File: config.mk
export PLATFORM = sky130hd
export DESIGN_NAME = wc_fifo
export DESIGN_NICKNAME = d
export VERILOG_FILES = /design/src/rtl/wc_fifo_pkg.sv /design/src/rtl/wc_fifo_ptr.sv /design/src/rtl/wc_fifo.sv
export SDC_FILE = /design/constraint.sdc
export NUM_CORES = 1
export LEC_CHECK = 0
export ABC_AREA = 0
export BUFFER_PORTS_ARGS = -buffer_cell sky130_fd_sc_hd__buf_2
export CORE_AREA = 2 2 132 134
export CTS_CLUSTER_DIAMETER = 200
export CTS_CLUSTER_SIZE = 12
export DETAILED_ROUTE_END_ITERATION = 8
export DIE_AREA = 0 0 134 136
export GPL_ROUTABILITY_DRIVEN = 1
export PLACE_DENSITY = 0.63
export SLEW_MARGIN = 20
export SYNTH_ARGS = -nofsm -noshare
export SYNTH_HDL_FRONTEND = slang
export SYNTH_SLANG_ARGS = --single-unit
File: constraint.sdc
create_clock -name clk -period 4.05 [get_ports clk]
set_input_delay 0 -clock clk [delete_from_list [all_inputs] [get_ports clk]]
set_output_delay 0 -clock clk [all_outputs]
set_load 0.03 [all_outputs]
File: src/rtl/wc_fifo_pkg.sv
// Shared helpers for the width-converting FIFO: pointer/level width derivation.
package wc_fifo_pkg;

  // Pointer width is at least one bit so SIZE==1 still elaborates.
  function automatic int unsigned ptr_width(input int unsigned size);
    return (size <= 1) ? 1 : $clog2(size);
  endfunction

  function automatic int unsigned level_width(input int unsigned size);
    return $clog2(size + 1);
  endfunction

endpackage

File: src/rtl/wc_fifo_ptr.sv
// Circular pointer register advancing by STEP words with modulo-SIZE wrap.
module wc_fifo_ptr #(
  parameter int unsigned SIZE = 16,
  parameter int unsigned STEP = 1,
  parameter int unsigned PW   = 4
) (
  input  logic          clk,
  input  logic          rst,
  input  logic          clr,
  input  logic          adv,
  output logic [PW-1:0] ptr
);

  localparam logic [PW:0] Size = (PW + 1)'(SIZE);
  localparam logic [PW:0] Step = (PW + 1)'(STEP);

  logic [PW:0]   sum;
  logic [PW:0]   wrapped;
  logic [PW-1:0] ptr_d;

  // STEP <= SIZE, so a single conditional subtract completes the modulo.
  always_comb begin
    sum     = {1'b0, ptr} + Step;
    wrapped = (sum >= Size) ? (sum - Size) : sum;
    ptr_d   = ptr;
    if (clr) begin
      ptr_d = '0;
    end else if (adv) begin
      ptr_d = wrapped[PW-1:0];
    end
  end

  always_ff @(posedge clk or negedge rst) begin
    if (!rst) begin
      ptr <= '0;
    end else begin
      ptr <= ptr_d;
    end
  end

endmodule

File: src/rtl/wc_fifo.sv
// Width-converting FIFO: K words in per write, J words out per read, SIZE-word circular store.
module wc_fifo
  import wc_fifo_pkg::*;
#(
  parameter int unsigned SIZE     = 16,
  parameter int unsigned WIDTH    = 8,
  parameter int unsigned K        = 2,
  parameter int unsigned J        = 1,
  parameter int unsigned AF_LEVEL = 12,
  parameter int unsigned AE_LEVEL = 2,
  localparam int unsigned LW      = level_width(SIZE)
) (
  input  logic               clk,
  input  logic               rst,
  input  logic               flush,
  input  logic               w_en,
  input  logic               r_en,
  input  logic [WIDTH*K-1:0] par_in,
  output logic [WIDTH*J-1:0] par_out,
  output logic               valid,
  output logic               ready,
  output logic               empty,
  output logic               full,
  output logic               almost_full,
  output logic               almost_empty,
  output logic [LW-1:0]      level,
  output logic               overflow,
  output logic               underflow
);

  localparam int unsigned PW = ptr_width(SIZE);

  localparam logic [LW-1:0] ReadyMax = LW'(SIZE - K);
  localparam logic [LW-1:0] RdWords  = LW'(J);
  localparam logic [LW-1:0] WrWords  = LW'(K);
  localparam logic [LW-1:0] FullLvl  = LW'(SIZE);
  localparam logic [LW-1:0] AfLvl    = LW'(AF_LEVEL);
  localparam logic [LW-1:0] AeLvl    = LW'(AE_LEVEL);

  if (SIZE < K || SIZE < J || K == 0 || J == 0) begin : g_bad_params
    $error("wc_fifo: SIZE must be >= max(K,J) and K,J must be nonzero");
  end

  logic [WIDTH-1:0] mem [0:SIZE-1];
  logic [PW-1:0]    wr_ptr, rd_ptr;
  logic [LW-1:0]    level_q, level_d;
  logic             wr_acc, rd_acc;
  logic [PW-1:0]    widx [K];
  logic [PW-1:0]    ridx [J];
  logic [WIDTH*J-1:0] rd_words;

  // Status decodes from the registered level only.
  assign level        = level_q;
  assign ready        = (level_q <= ReadyMax);
  assign empty        = (level_q < RdWords);
  assign full         = (level_q == FullLvl);
  assign almost_full  = (level_q >= AfLvl);
  assign almost_empty = (level_q <= AeLvl);

  assign wr_acc = w_en && ready && !flush;
  assign rd_acc = r_en && !empty && !flush;

  wc_fifo_ptr #(.SIZE(SIZE), .STEP(K), .PW(PW)) u_wr_ptr (
    .clk (clk),
    .rst (rst),
    .clr (flush),
    .adv (wr_acc),
    .ptr (wr_ptr)
  );

  wc_fifo_ptr #(.SIZE(SIZE), .STEP(J), .PW(PW)) u_rd_ptr (
    .clk (clk),
    .rst (rst),
    .clr (flush),
    .adv (rd_acc),
    .ptr (rd_ptr)
  );

  // Per-word indices wrap individually so an access may straddle the array end.
  for (genvar i = 0; i < K; i++) begin : g_widx
    logic [PW:0] s;
    logic [PW:0] w;
    assign s       = {1'b0, wr_ptr} + (PW + 1)'(i);
    assign w       = (s >= (PW + 1)'(SIZE)) ? (s - (PW + 1)'(SIZE)) : s;
    assign widx[i] = w[PW-1:0];
  end

  for (genvar i = 0; i < J; i++) begin : g_ridx
    logic [PW:0] s;
    logic [PW:0] w;
    assign s       = {1'b0, rd_ptr} + (PW + 1)'(i);
    assign w       = (s >= (PW + 1)'(SIZE)) ? (s - (PW + 1)'(SIZE)) : s;
    assign ridx[i] = w[PW-1:0];
    assign rd_words[i*WIDTH +: WIDTH] = mem[ridx[i]];
  end

  always_ff @(posedge clk) begin
    if (wr_acc) begin
      for (int i = 0; i < K; i++) begin
        mem[widx[i]] <= par_in[i*WIDTH +: WIDTH];
      end
    end
  end

  // Level fits in LW bits after the combined add/subtract, so modular arithmetic is exact.
  always_comb begin
    level_d = level_q;
    if (flush) begin
      level_d = '0;
    end else begin
      if (wr_acc) level_d = level_d + WrWords;
      if (rd_acc) level_d = level_d - RdWords;
    end
  end

  always_ff @(posedge clk or negedge rst) begin
    if (!rst) begin
      level_q   <= '0;
      par_out   <= '0;
      valid     <= 1'b0;
      overflow  <= 1'b0;
      underflow <= 1'b0;
    end else begin
      level_q <= level_d;
      if (flush) begin
        valid     <= 1'b0;
        overflow  <= 1'b0;
        underflow <= 1'b0;
      end else begin
        valid <= rd_acc;
        if (rd_acc) par_out <= rd_words;
        if (w_en && !ready) overflow <= 1'b1;
        if (r_en && empty) underflow <= 1'b1;
      end
    end
  end

endmodule

==> impl_metrics.py, run 1 <==
metrics = {
    "finish": {
        "antenna_cells": 0,
        "final_nets": 501,
        "area_growth_pct": 11.0,
        "drive_gt1_share_pct": 38.1,
        "fill_cells": 1415,
        "postLayoutCoreUtil_pct": 48.5,
    },
    "clock_network": {
        "postCtsHoldBufs": 10,
        "clk_pin_slew_ns": 0.06,
        "post_cts_buffers": 0,
        "clk_latency_ns": 0.43,
        "htreeDepth": 4,
        "clockBufferDepth": 2,
        "cts_tree": "built",
        "cts_buffers": 17,
        "cts-root-buf": "clkbuf_16",
        "cts_sinks": 151,
        "postCtsResizedCells": 0,
    },
    "worst_setup_path": {
        "crit_arrival_ns": 2.82,
        "worst_path_max_delay_cell": "or3_1",
        "cpPeakStageDelay_ns": 0.65,
        "critical_path_peak_fanout": 11,
        "required_ns": 4.12,
        "path_cells": "ha_1 -> a311o_4 -> or3_1 -> inv_1",
        "cp-start-kind": "register",
        "crit_type": "reg2reg",
        "end_kind": "register",
    },
    "route": {
        "post_drt_wl_per_cell_microns": 21.1,
        "drc": 0,
        "drt_first_pass_iters": 4,
        "dr.max_layer_used": "met4",
        "drtIter0Drc": 345,
        "ant_nets": 0,
        "via_count": 3860,
        "viasPerCell": 5.43,
        "wl_met2_microns": 7250,
        "met3_length_microns": 765,
        "routedLengthMet1_microns": 6790,
        "wl_microns": 15000,
    },
    "sta": {
        "final_hold_viol_count": 0,
        "drv_slew": 0,
        "fin_crit_sh_pct": 67.9,
        "min_period_ns": 2.75,
        "maxSlewHeadroom_pct": 30.2,
        "fin_skew_ns": 0.0112,
        "fmax_ghz": 0.364,
        "fin_setup_tns_ns": 0,
        "worst_slew_pin_slew_ns": 1.05,
        "fin_ws_ns": 1.30,
        "setup_viol": 0,
        "rsz0062_at_grt": "false",
    },
    "logic_synthesis": {
        "netlist_top_cells_count": "edfxtp_1, clkbuf_1, mux2_2",
        "yosysWarnings": 0,
        "synth_cell_types": 49,
        "synth_top_cell_by_area": "edfxtp_1",
        "synth-edff-count": 128,
        "ys.flop_type": "edfxtp_1",
        "synth_area_leaders": "edfxtp_1, mux4_2, dfrtp_1",
        "synth_top_area_share_pct": 52.1,
        "syn_area_sq_mm": 0.00738,
        "async_flop_share_pct": 15.2,
        "synth_seq_cells": 151,
        "syn_area_per_cell_sq_um": 15.0,
        "synth.most_common_cell": "edfxtp_1",
        "syn-instance-count": 493,
        "synth_nets": 521,
        "yosysSeqAreaShare_pct": 59.9,
    },
    "placed_design": {
        "place_ws_ns": 1.28,
        "numPortBuffers": 41,
        "dp_hpwl_microns": 9970,
        "globalplace.congestion": 0.774,
    },
    "grt": {
        "antenna_found_initial": 0,
        "gr-total-overflow": 0,
        "grt_max_degree": 27,
        "track_usage_pct": 17.4,
        "grt_pass1_vias": 3908,
        "grt_pass1_wl_microns": 23000,
    },
    "pwr": {
        "p_per_area_mw_per_mm2": 571,
        "seqPwrFrac_pct": 43.1,
        "netSwitchingFraction_pct": 32.0,
        "power.total_mw": 4.67,
        "p_int_mw": 3.18,
        "pwr-share-comb_pct": 24.6,
        "peakVddDrop_mv": 0.380,
        "p_sw_mw": 1.50,
        "leakage_nw": 3.07,
        "power_frac_clock_pct": 32.3,
    },
    "status": {
        "outcome": "finished clean",
    },
    "die": {
        "die-area_sq_mm": 0.0182,
        "pin_count": 42,
        "initial_core_util_pct": 43.7,
        "fp.dieH_microns": 136,
        "core_area_sq_mm": 0.0169,
        "die_x_microns": 134,
        "rows": 48,
    },
    "job": {
        "maxCapViolations": 0,
    },
    "min_path": {
        "hold_class": "in2reg",
    },
}
kinds of logic (layout without fill, tap and decap cells):
family,count (synthesis),count (layout),synth area share (%)
AOI/OAI and AO/OA,33,33,3.46
DFF,151,151,59.9
buffers and inverters,118,111,6.46
muxes,115,115,23.3
adders and majority gates,7,7,1.19
xor gates and xnor gates,4,4,0.475
and+or+nand+nor,65,65,5.20
power by group through the flow:
stage | combinational [mW] | sequential, mW | clock [mW]
detailed placement | 1.13 | 2.05 | 0
floorplan | 0.814 | 2.07 | 0
global placement | 1.12 | 2.04 | 0
CTS | 1.15 | 2.02 | 1.53
global route | 1.24 | 2.04 | 1.61
finish | 1.15 | 2.02 | 1.51
area by class of cell:
| cell class | count | area (sq um) | share of cell area (%) |
|---|---|---|---|
| clock buffers | 21 | 493 | 6.02 |
| well taps | 225 | 282 | 3.44 |
| multi-input cells | 224 | 2490 | 30.4 |
| repair buffers | 53 | 320 | 3.91 |
| inverters | 26 | 97.6 | 1.19 |
| clock inverters | 11 | 86.3 | 1.05 |
| flip-flops and latches | 151 | 4420 | 54.0 |
through the flow:
stage / cell area, sq um / hold WS, ns / cells
floorplan: 7380 / -0.296 / 493
global placement: 7510 / -0.00382 / 669
detailed placement: 7510 / 0.00710 / 669
CTS: 8190 / 0.00803 / 711
global route: 8190 / 0.00963 / 711
finish: 8190 / 0.0111 / 711
worst max-delay path: cells and delay by family, from the launching register on:
| kind | cells | cell delay [ns] |
|---|---|---|
| DFF | 1 | 0.51 |
| buffers and inverters | 1 | 0.43 |
| AOI/OAI and AO/OA | 1 | 0.45 |
| adders and majority gates | 1 | 0.34 |
| and+or+nand+nor | 1 | 0.65 |
routing by layer:
metal / GRT usage [%] / up-vias
met1: 23.9 / 1992
met5: 0 / -
met3: 4.03 / 13
li1: - / 1757
met2: 27.9 / 98
met4: 5.32 / 0
path summary, 6_finish.rpt:
path,endpoint,slack (ns),cells past startpoint,startpoint
worst max-delay path,mem[13][2],1.30,4,level[1]
max in group asynchronous,u_rd_ptr.ptr[1],3.58,2,rst
worst min-delay path,mem[2][3],0.01,1,par_in[3]
worst min register to register,par_out[4],0.49,2,par_out[4]
worst max register to register,mem[13][2],1.30,4,level[1]
min in group asynchronous,par_out[5],0.08,2,rst
flip-flops by register name (all words and copies together), names as in the netlist:
register,cells
valid,1
underflow,1
u_rd_ptr.ptr,4
overflow,1
mem,128
par_out,8
level,5
u_wr_ptr.ptr,3
cells in the final DEF (no fill, tap or decap), drive strengths merged, types with 2 or more instances in the layout:
cell type	count
mux2	65
clkinvlp	2
ha	7
nand2b	2
or3	5
nor3	5
a21oi	7
dlygate4sd3	10
a31oi	3
xnor2	2
o21ai	5
nand3	8
clkinv	7
nor3b	3
mux2i	18
xor2	2
inv	28
edfxtp	128
mux4	32
dfrtp	23
clkbuf	21
buf	43
a211oi	2
nand2	16
and3	3
nor2b	3
nor2	12
nand3b	3
o221ai	7
No activity file was read; power rests on OpenSTA's default activity.
==> run 2, diff against run 1 <==
- ABC_AREA: 0 -> 1
- PLACE_DENSITY: 0.63 -> 0.65
- clock period: 4.05 -> 2.45 ns (I/O delays scaled with it)
==> run 2 against run 1 <==
  * Setup slack got worse by 1.0 ns
  * Combinational power increased by 76%
  * Core utilization decreased by 0.70 points
  * Flip-flop and latch count unchanged
  * Clock skew decreased by 0.0033 ns
  * Synthesized cell count increased by 53%
  * Clock-buffer cell count increased by 1
  * Worst hold slack improved by 0.039 ns
  * Via count increased by 36%
  * Fmax increased by 25%
  * Routed wire length increased by 25%
  * Highest routed layer unchanged
==> impl_metrics.py, run 2 <==
metrics = {
    "job": {
        "maxCapViolations": 0,
    },
    "sta": {
        "fmax_ghz": 0.457,
        "fin_ws_ns": 0.260,
        "min_period_ns": 2.19,
        "maxSlewHeadroom_pct": 61.9,
        "final_hold_viol_count": 0,
        "worst_slew_pin_slew_ns": 0.568,
        "drv_slew": 0,
        "fin_crit_sh_pct": 89.4,
        "fin_setup_tns_ns": 0,
        "fin_skew_ns": 0.00785,
        "setup_viol": 0,
        "rsz0062_at_grt": "false",
    },
    "route": {
        "drt_first_pass_iters": 5,
        "drc": 0,
        "wl_microns": 18700,
        "post_drt_wl_per_cell_microns": 19.6,
        "drtIter0Drc": 737,
        "ant_nets": 0,
        "viasPerCell": 5.51,
        "via_count": 5241,
    },
    "placed_design": {
        "place_ws_ns": 0.316,
        "numPortBuffers": 41,
        "globalplace.congestion": 0.910,
        "dp_hpwl_microns": 12000,
        "place_inst": 916,
        "dpl-instance-area_sq_mm": 0.00749,
    },
    "finish": {
        "fin_area_sq_mm": 0.00807,
        "drive_gt1_share_pct": 14.3,
        "area_growth_pct": 9.10,
        "final_nets": 742,
        "layout_common_cells": "edfxtp_1, nor2_1, nand2_1, o21ai_0, o21ai_1",
        "antenna_cells": 0,
        "fill_cells": 1489,
        "final_common_cell": "edfxtp_1",
        "largest_reg_flops": 128,
        "fin_cells": 952,
    },
    "logic_synthesis": {
        "ys.flop_type": "edfxtp_1",
        "synth-xor-area-share_pct": 0.118,
        "synth_top_cell_by_area": "edfxtp_1",
        "syn_area_sq_mm": 0.00740,
        "synth_top_family_by_area": "simple AND/OR/NAND/NOR gates",
        "synth-simple-area-share_pct": 15.7,
        "async_flop_share_pct": 15.2,
        "synth_adder_area_share_pct": 1.18,
        "synthMuxAreaShare_pct": 0,
        "synth_compound_area_share_pct": 14.0,
        "synth.most_common_cell": "edfxtp_1",
        "synth_seq_cells": 151,
        "syn_area_per_cell_sq_um": 9.83,
        "yosysWarnings": 0,
        "netlist_top_cells_count": "edfxtp_1, nor2_1, clkbuf_1",
        "synth-edff-count": 128,
        "synth_area_leaders": "edfxtp_1, dfrtp_1, nor2_1",
        "synth_top_area_share_pct": 52.0,
        "synth_cell_types": 29,
        "syn-instance-count": 753,
        "synth_nets": 781,
        "yosysSeqAreaShare_pct": 59.7,
    },
    "worst_setup_path": {
        "critical_path_peak_fanout": 18,
        "path_delay_family": "simple AND/OR/NAND/NOR gates",
        "worst_path_max_delay_cell": "dfrtp_1",
        "cpPeakStageDelay_ns": 0.44,
        "crit_arrival_ns": 2.29,
        "path_cells": "ha_1 -> nor2_1 -> nor2_2 -> nand2_4 -> nand3_4 -> inv_8 -> nand4_4 -> inv_1",
        "cp.buffers_inverters": 2,
        "required_ns": 2.55,
        "rr_startpoint": "level[1]",
        "cp-start-kind": "register",
        "critPathLaunch": "level[1]",
        "end_kind": "register",
        "crit_type": "reg2reg",
        "cp_num_cells": 8,
        "rr_worst_depth": 8,
    },
    "clock_network": {
        "clockBufferDepth": 2,
        "clk_pin_slew_ns": 0.06,
        "postCtsHoldBufs": 4,
        "post_cts_buffers": 0,
        "cts-root-buf": "clkbuf_16",
        "clk_latency_ns": 0.43,
        "cts_tree": "built",
        "postCtsResizedCells": 0,
        "cts_buffers": 17,
        "htreeDepth": 4,
        "cts_sinks": 151,
    },
    "pwr": {
        "leakage_nw": 3.10,
        "p_per_area_mw_per_mm2": 926,
        "power.total_mw": 7.47,
        "peakVddDrop_mv": 0.523,
    },
    "die": {
        "initial_core_util_pct": 43.8,
        "pin_count": 42,
        "fp.dieH_microns": 136,
        "core_area_sq_mm": 0.0169,
        "die_x_microns": 134,
        "die-area_sq_mm": 0.0182,
        "rows": 48,
    },
    "grt": {
        "antenna_found_initial": 0,
        "grt_pass1_wl_microns": 28700,
        "grt_max_degree": 68,
        "track_usage_pct": 21.5,
        "gr-total-overflow": 0,
        "grt_pass1_vias": 4998,
    },
    "min_path": {
        "worstHoldStart": "w_en",
        "holdPathStages": 4,
        "hold_class": "in2reg",
    },
    "status": {
        "outcome": "finished clean",
    },
}
[run 2: cell count changes after synthesis, moves of 18 or more]
cell,change
o21ai_0,+71
o211ai_1,+32
o21ai_1,+64
nand2_1,+69
mux2_2,-41
mux4_2,-32
mux2i_1,-18
mux2_4,-24
nand3_1,+28
nor2_1,+96
[run 2: layer usage]
layer	part of all wire (%)	GRT usage, %	routed length (microns)
met1	43	29.5	8010
met2	47	34.1	8840
met3	7.4	4.88	1390
met4	2.3	6.91	420
met5	0	0	0
[run 2: per-stage QoR]
stage,hold slack (ns),utilization [%]
6_report,0.0502,47.8
5_1_grt,0.0467,47.8
4_1_cts,0.0362,47.8
3_5_place_dp,0.0264,44.4
3_3_place_gp,0.0140,44.4
2_1_floorplan,-0.296,-
[run 2: area by class of cell]
class	instances	area, sq um	share of cell area [%]
inverter	49	191	2.37
sequential	151	4420	54.8
multi-input combinational	442	2300	28.4
tap	225	282	3.49
clock buffer	22	444	5.50
clock inverter	10	96.3	1.19
timing repair buffer	53	343	4.25
[run 2: path summary, 6_finish.rpt]
| path | to | slack, ns |
|---|---|---|
| worst max register to register | mem[10][4] | 0.26 |
| worst max-delay path | mem[10][4] | 0.26 |
| worst min register to register | par_out[1] | 0.48 |
| max in group asynchronous | par_out[2] | 2.00 |
| min in group asynchronous | underflow | 0.08 |
| worst min-delay path | overflow | 0.05 |
[run 2: cell families (layout without fill, tap and decap cells)]
family / Yosys count / count (layout)
AOI/OAI and AO/OA: 187 / 187
buffers and inverters: 160 / 134
xor gates and xnor gates: 1 / 1
DFF: 151 / 151
and+or+nand+nor: 247 / 247
adders and majority gates: 7 / 7
[run 2: tightest hold or removal path, cell delays in order]
cell	delay, ns
buf_2	0.15
inv_1	0.08
nor2_1	0.05
o21a_1	0.16
[run 2: power breakdown]
| group | internal (mW) | total, mW | switching [mW] | leakage (nW) |
|---|---|---|---|---|
| Combinational | 0.608 | 2.02 | 1.41 | 1.40 |
| Sequential | 2.95 | 3.05 | 0.0988 | 1.45 |
| Clock | 1.40 | 2.40 | 1.00 | 0.263 |
